$ cat src/rtl/axi_pkg.sv
// ---------------------------------------------------------------------------
// axi_pkg
// Shared constants and types for the AXI-style register file responder.
//   ADDR_W / DATA_W      : address and data widths of the register file
//   RAM_DEPTH            : number of read/write RAM words (0x0..0xB)
//   ADDR_ID / ADDR_WCOUNT: read-only ID and write-counter addresses
//   RESP_OKAY/SLVERR     : response encodings
//   wr_state_t/rd_state_t: write and read FSM state encodings
// ---------------------------------------------------------------------------
package axi_pkg;

  localparam int ADDR_W    = 4;
  localparam int DATA_W    = 8;
  localparam int RAM_DEPTH = 12;

  localparam logic [ADDR_W-1:0] ADDR_ID     = 4'hC;
  localparam logic [ADDR_W-1:0] ADDR_WCOUNT = 4'hD;

  localparam logic [1:0] RESP_OKAY   = 2'b00;
  localparam logic [1:0] RESP_SLVERR = 2'b10;

  typedef enum logic {
    W_IDLE = 1'b0,
    W_RESP = 1'b1
  } wr_state_t;

  typedef enum logic {
    R_IDLE = 1'b0,
    R_DATA = 1'b1
  } rd_state_t;

  // True for addresses that map onto the writable RAM.
  function automatic logic is_ram_addr(input logic [ADDR_W-1:0] a);
    return a < ADDR_W'(RAM_DEPTH);
  endfunction

endpackage

$ cat src/rtl/axi_regbank.sv
// ---------------------------------------------------------------------------
// axi_regbank
// Storage and read decode for the register file: 12x8 RAM, saturating count
// of successful writes, and the read-only ID register.
// Ports:
//   clk, i_rst_n        : clock, asynchronous active-low reset
//   i_we                : write commit strobe (one cycle)
//   i_waddr, i_wdata    : commit address and data
//   o_wr_ok             : commit address is writable (drives OKAY/SLVERR)
//   i_raddr             : read address (combinational decode)
//   o_rdata, o_rd_ok    : decoded read data and legality
// ---------------------------------------------------------------------------
module axi_regbank
  import axi_pkg::*;
#(
  parameter logic [DATA_W-1:0] ID_VALUE = 8'hA5
) (
  input  logic              clk,
  input  logic              i_rst_n,
  input  logic              i_we,
  input  logic [ADDR_W-1:0] i_waddr,
  input  logic [DATA_W-1:0] i_wdata,
  output logic              o_wr_ok,
  input  logic [ADDR_W-1:0] i_raddr,
  output logic [DATA_W-1:0] o_rdata,
  output logic              o_rd_ok
);

  logic [DATA_W-1:0]    r_ram [RAM_DEPTH];
  logic [DATA_W-1:0]    r_wcount;
  logic [RAM_DEPTH-1:0] w_word_we;

  assign o_wr_ok = is_ram_addr(i_waddr);

  // One-hot word enables; writes to ID/WCOUNT/unmapped hit no word.
  generate
    for (genvar gi = 0; gi < RAM_DEPTH; gi++) begin : g_word_we
      assign w_word_we[gi] = i_we & (i_waddr == ADDR_W'(gi));
    end
  endgenerate

  // RAM is cleared on reset, so it is built from registers.
  always_ff @(posedge clk or negedge i_rst_n) begin
    if (!i_rst_n) begin
      for (int i = 0; i < RAM_DEPTH; i++) begin
        r_ram[i] <= '0;
      end
    end else begin
      for (int i = 0; i < RAM_DEPTH; i++) begin
        if (w_word_we[i]) begin
          r_ram[i] <= i_wdata;
        end
      end
    end
  end

  always_ff @(posedge clk or negedge i_rst_n) begin
    if (!i_rst_n) begin
      r_wcount <= '0;
    end else if (i_we && o_wr_ok && (r_wcount != {DATA_W{1'b1}})) begin
      r_wcount <= r_wcount + DATA_W'(1);
    end
  end

  always_comb begin
    o_rdata = '0;
    o_rd_ok = 1'b0;
    if (is_ram_addr(i_raddr)) begin
      o_rd_ok = 1'b1;
      for (int i = 0; i < RAM_DEPTH; i++) begin
        if (i_raddr == ADDR_W'(i)) begin
          o_rdata = r_ram[i];
        end
      end
    end else if (i_raddr == ADDR_ID) begin
      o_rd_ok = 1'b1;
      o_rdata = ID_VALUE;
    end else if (i_raddr == ADDR_WCOUNT) begin
      o_rd_ok = 1'b1;
      o_rdata = r_wcount;
    end
  end

endmodule

$ cat src/rtl/axi_regfile_responder.sv
// ---------------------------------------------------------------------------
// axi_regfile_responder
// AXI-lite-style slave over a small register file. Write address and write
// data are buffered independently; the write commits when both are present
// and a response is held until accepted. The read channel runs concurrently
// with a one-cycle registered read.
// Ports:
//   clk, rst                          : clock, asynchronous active-low reset
//   write_address, AW_VALID, AW_READY : write address channel
//   write_data, W_VALID, W_READY      : write data channel
//   B_VALID, B_READY, B_RESP          : write response channel
//   read_address, AR_VALID, AR_READY  : read address channel
//   data_read, R_VALID, R_READY, R_RESP : read data channel
// ---------------------------------------------------------------------------
module axi_regfile_responder
  import axi_pkg::*;
#(
  parameter logic [DATA_W-1:0] ID_VALUE = 8'hA5
) (
  input  logic              clk,
  input  logic              rst,
  input  logic [ADDR_W-1:0] write_address,
  input  logic              AW_VALID,
  output logic              AW_READY,
  input  logic [DATA_W-1:0] write_data,
  input  logic              W_VALID,
  output logic              W_READY,
  output logic              B_VALID,
  input  logic              B_READY,
  output logic [1:0]        B_RESP,
  input  logic [ADDR_W-1:0] read_address,
  input  logic              AR_VALID,
  output logic              AR_READY,
  output logic [DATA_W-1:0] data_read,
  output logic              R_VALID,
  input  logic              R_READY,
  output logic [1:0]        R_RESP
);

  // ---------------- write channel ----------------
  wr_state_t         r_wstate;
  wr_state_t         w_wstate_next;
  logic              r_aw_full;
  logic [ADDR_W-1:0] r_aw_addr;
  logic              r_w_full;
  logic [DATA_W-1:0] r_w_data;
  logic [1:0]        r_bresp;

  logic              w_aw_hs;
  logic              w_w_hs;
  logic              w_commit;
  logic [ADDR_W-1:0] w_waddr;
  logic [DATA_W-1:0] w_wdata;
  logic              w_wr_ok;

  // Ready outputs are gated by rst so they stay low while reset is held.
  assign AW_READY = rst & ~r_aw_full & (r_wstate == W_IDLE);
  assign W_READY  = rst & ~r_w_full  & (r_wstate == W_IDLE);
  assign w_aw_hs  = AW_VALID & AW_READY;
  assign w_w_hs   = W_VALID & W_READY;

  // Commit on the edge where both halves are available, whether they were
  // buffered earlier or are handshaking right now.
  assign w_commit = (r_wstate == W_IDLE) & (r_aw_full | w_aw_hs) & (r_w_full | w_w_hs);
  assign w_waddr  = r_aw_full ? r_aw_addr : write_address;
  assign w_wdata  = r_w_full ? r_w_data : write_data;

  assign B_VALID = (r_wstate == W_RESP);
  assign B_RESP  = r_bresp;

  always_comb begin
    w_wstate_next = r_wstate;
    case (r_wstate)
      W_IDLE: if (w_commit) w_wstate_next = W_RESP;
      W_RESP: if (B_READY)  w_wstate_next = W_IDLE;
      default: w_wstate_next = W_IDLE;
    endcase
  end

  always_ff @(posedge clk or negedge rst) begin
    if (!rst) begin
      r_wstate <= W_IDLE;
    end else begin
      r_wstate <= w_wstate_next;
    end
  end

  // Buffers stay full through W_RESP, which keeps AW/W_READY low until the
  // response is accepted.
  always_ff @(posedge clk or negedge rst) begin
    if (!rst) begin
      r_aw_full <= 1'b0;
      r_aw_addr <= '0;
      r_w_full  <= 1'b0;
      r_w_data  <= '0;
      r_bresp   <= RESP_OKAY;
    end else begin
      if ((r_wstate == W_RESP) && B_READY) begin
        r_aw_full <= 1'b0;
        r_w_full  <= 1'b0;
      end else begin
        if (w_aw_hs) begin
          r_aw_full <= 1'b1;
          r_aw_addr <= write_address;
        end
        if (w_w_hs) begin
          r_w_full <= 1'b1;
          r_w_data <= write_data;
        end
      end
      if (w_commit) begin
        r_bresp <= w_wr_ok ? RESP_OKAY : RESP_SLVERR;
      end
    end
  end

  // ---------------- read channel ----------------
  rd_state_t         r_rstate;
  rd_state_t         w_rstate_next;
  logic [DATA_W-1:0] r_data_read;
  logic [1:0]        r_rresp;
  logic              w_ar_hs;
  logic [DATA_W-1:0] w_rdata;
  logic              w_rd_ok;

  assign AR_READY  = rst & (r_rstate == R_IDLE);
  assign w_ar_hs   = AR_VALID & AR_READY;
  assign R_VALID   = (r_rstate == R_DATA);
  assign data_read = r_data_read;
  assign R_RESP    = r_rresp;

  always_comb begin
    w_rstate_next = r_rstate;
    case (r_rstate)
      R_IDLE: if (w_ar_hs) w_rstate_next = R_DATA;
      R_DATA: if (R_READY) w_rstate_next = R_IDLE;
      default: w_rstate_next = R_IDLE;
    endcase
  end

  always_ff @(posedge clk or negedge rst) begin
    if (!rst) begin
      r_rstate <= R_IDLE;
    end else begin
      r_rstate <= w_rstate_next;
    end
  end

  // Read data is sampled from the pre-edge RAM contents, so a write
  // committing on the same edge is not yet visible.
  always_ff @(posedge clk or negedge rst) begin
    if (!rst) begin
      r_data_read <= '0;
      r_rresp     <= RESP_OKAY;
    end else if (w_ar_hs) begin
      r_data_read <= w_rdata;
      r_rresp     <= w_rd_ok ? RESP_OKAY : RESP_SLVERR;
    end
  end

  axi_regbank #(
    .ID_VALUE(ID_VALUE)
  ) u_regbank (
    .clk     (clk),
    .i_rst_n (rst),
    .i_we    (w_commit),
    .i_waddr (w_waddr),
    .i_wdata (w_wdata),
    .o_wr_ok (w_wr_ok),
    .i_raddr (read_address),
    .o_rdata (w_rdata),
    .o_rd_ok (w_rd_ok)
  );

endmodule

$ cat config.mk
export PLATFORM = sky130hd
export DESIGN_NAME = axi_regfile_responder
export DESIGN_NICKNAME = d
export VERILOG_FILES = /design/src/rtl/axi_pkg.sv /design/src/rtl/axi_regbank.sv /design/src/rtl/axi_regfile_responder.sv
export SDC_FILE = /design/constraint.sdc
export NUM_CORES = 1
export LEC_CHECK = 0
export BUFFER_PORTS_ARGS = -buffer_cell sky130_fd_sc_hd__buf_2
export CAP_MARGIN = 25
export CORE_MARGIN = 10
export CORE_UTILIZATION = 60
export CTS_CLUSTER_SIZE = 40
export DETAILED_ROUTE_END_ITERATION = 10
export PLACE_DENSITY_LB_ADDON = 0.05
export SLEW_MARGIN = 20
export SYNTH_ARGS = -nofsm -noshare
export SYNTH_HDL_FRONTEND = slang
export SYNTH_SLANG_ARGS = --single-unit
$ cat constraint.sdc
create_clock -name clk -period 2.5 [get_ports clk]
set_clock_uncertainty 0.15 [all_clocks]
set_input_delay 0.125 -clock clk [delete_from_list [all_inputs] [get_ports clk]]
set_output_delay 0.125 -clock clk [all_outputs]
set_load 0.02 [all_outputs]
==> run metrics <==
CTS max path bufs 2; cell area after synthesis approximately 0.0067 sq mm; asr flop ratio synth 100%; GPL Wtd Cong 0.890; worst rel slew slack 50.8%; multiplexer share of the synthesized area a little over a quarter; final std cells w/o fill 751; largest family of logic cells by synthesized area multiplexers; Critical path origin read_address[3]; DRT Wirelength roughly 17000 microns; Seq cells post-synth 130; Final ANT Viol Nets 0; FF-to-FF End u_regbank.r_wcount[5]; leakage power 3.71 nW; # clock sinks 130; Crit Reg-Reg Startpoint r_aw_full; first-pass GRT wire length 26600 microns; max-cap violations 0; Worst R2R Path Depth 6; Yosys cell types 65; share of layout cells above drive strength 1 between 30% and 40%; PwrDens about 1100 mW/mm^2; wire length on met1 approximately 7000 microns; final setup violation count 0; Cells after Synth approximately 540; RSZ-0062 raised after global routing false; crit path kind in -> reg; Avg WL per Cell 22.0 microns; Nets 622; Main synth FF type dfrtp_1; crit end category flop; # IOs 40; Die Y 126 microns; CTS tree built; number of synthesized flops with an enable pin 0; Worst Hold Path Cells 4; largest net degree at the start of global routing 58; crit path max fanout 16; Place WS 0.446 ns; Synth Area in Compound Gates between 10% and 20%; setup slack, reg-to-reg around 0.35 ns; post-route minimum period between 2 and 2.5 ns; via count 4647; Worst VDD drop 792 uV; row cnt 38; Iter 0 DRT Violations 437; commonest cells after routing, fill and taps aside dfrtp_1, mux2_2, mux2_4, buf_2, o21ai_0; port buffer count 37; final setup TNS 0 ns; die footprint 0.0158 sq mm; xor/xnor cell area share of the yosys netlist 0.913%; DR DRC count 0; die width 126 microns; met3 wire length 880 microns; Critical Path Start Type input pin; Vias/cell 6.19; total CTS buffers 17; Worst-Skew Late Latency 0.54 ns; commonest non-fill, non-tap cell in the layout dfrtp_1; vias in the first global route approximately 4.8k; Worst-path clk slew 0.06 ns; status finished, final reports clean; Pre-antenna DRT Iters 5; Starting Density about three fifths; post-synthesis average cell area 12.5 sq um; Clock H-tree levels 4; count of final max-slew check failures 0; Final Hold Slack 0.0334 ns; FMAX around 470 MHz; top layer reached by signal wires met4; period utilization 85.8%; GRT overflow 0; WP data required 2.83 ns; P&R area growth vs syn 17.0%; DP HPWL 11200 microns; routed wl met2 7900 microns; Final WS setup 0.355 ns; antenna violations before repair 0; Hold Violations, Final 0; CTS root buffer clkbuf_8; worst hold path class in -> reg; Setup Fix Bufs, Post-CTS 0; dpl cells 697; # diodes 0; worst setup path end R_RESP[1]; simple-gate share of the synthesized area a little over a tenth; All-Layer GR Usage 21.2%; worst-margin pin slew 0.732 ns; Critical Path AT ~2.5 ns; Yosys warning count 0; post-synthesis adder-cell area fraction 0.186%; core box area around 0.011 sq mm; register area share after synthesis 48.5%
[area by class of cell]
class                           count  area (sq um)
Tap cell                          140           175
Multi-Input combinational cell    366          3270
Fill cell                         757          3040
Clock buffer                       23           457
Timing Repair Buffer               72           527
Inverter                           11          41.3
Sequential cell                   130          3250
Clock inverter                      9           130
[stage by stage]
| stage | utilization (%) | cell area (sq um) | total power, mW |
|---|---|---|---|
| floorplan | - | 6720 | 5.68 |
| global placement | 64.6 | 7040 | 6.37 |
| detailed placement | 64.6 | 7040 | 6.49 |
| CTS | 72.0 | 7840 | 9.04 |
| global route | 72.1 | 7850 | 9.47 |
| finish | 72.1 | 7850 | 9.01 |
[repair_timing]
action                     CTS  global route
hold buffers                21             0
hold endpoints to repair   154             0
gates resized for setup      0             0
setup endpoints to repair    0             0
[per-layer routing]
metal	vias to the layer above	global-route usage (%)
met5	-	0
met3	31	6.04
met1	2380	26.8
met4	0	10.4
li1	2088	-
met2	148	32.9
[cell usage after synthesis, types with 3 or more instances]
cell type | count | area [sq um]
a222oi_1 | 3 | 30.0
and2_1 | 3 | 18.8
a211oi_1 | 3 | 22.5
clkbuf_1 | 17 | 63.8
mux2i_1 | 17 | 170
buf_2 | 9 | 45.0
nand2_1 | 18 | 67.6
xor2_1 | 5 | 43.8
nand2_4 | 4 | 45.0
dfrtp_1 | 130 | 3250
mux2_4 | 36 | 541
a21oi_1 | 24 | 120
and3_1 | 3 | 18.8
o211ai_1 | 3 | 22.5
nor3b_1 | 3 | 22.5
nand2_8 | 4 | 80.1
o21a_1 | 7 | 52.6
inv_1 | 11 | 41.3
o21ai_0 | 27 | 135
mux4_2 | 5 | 113
buf_4 | 5 | 37.5
nand3_1 | 5 | 25.0
nor2_1 | 23 | 86.3
nor3_1 | 16 | 80.1
nand2_2 | 4 | 25.0
nor2b_1 | 8 | 50.1
nand2b_1 | 11 | 68.8
a2111oi_0 | 3 | 26.3
a32oi_1 | 4 | 35.0
mux2_2 | 83 | 935
[power breakdown]
part | internal, mW | switching (mW) | total (mW)
sequential | 3.02 | 0.655 | 3.67
combinational | 1.48 | 1.36 | 2.84
clock | 1.57 | 0.923 | 2.49
total | 6.07 | 2.94 | 9.01
[flip-flops by register name (all words and copies together), names as in the netlist]
signal / cells
B_RESP: 1
B_VALID: 1
R_RESP: 1
R_VALID: 1
data_read: 8
r_aw_addr: 4
r_aw_full: 1
r_w_data: 8
r_w_full: 1
u_regbank.r_ram: 96
u_regbank.r_wcount: 8
[worst max-delay path, cell delays in order]
cell and delay [ns]:
dlygate4sd3_1 0.52, buf_2 0.29, nand2_1 0.15, dlygate4sd3_1 0.60
o31ai_1 0.19, dlygate4sd3_1 0.59
[cells by family (layout without fill, tap and decap cells)]
kind of cell | count (synthesis) | after routing
multiplexers | 141 | 141
flip-flops | 130 | 130
AND/OR/NAND/NOR | 116 | 116
AO/OA/AOI/OAI | 99 | 99
buffers and inverters | 44 | 115
XOR/XNOR | 7 | 7
adder cells (fa/ha/maj) | 1 | 1
other | 1 | 2
[worst min path at each step]
stage	start	to	slack [ns]
3_5_place_dp	rst	r_aw_full	-0.15
3_3_place_gp	rst	B_VALID	-0.16
6_report	AR_VALID	data_read[3]	0.03
4_1_cts	AR_VALID	data_read[3]	0.003
2_1_floorplan	rst	B_RESP[1]	-0.32
5_1_grt	AR_VALID	data_read[3]	0.04
No activity file was read; power rests on OpenSTA's default activity.
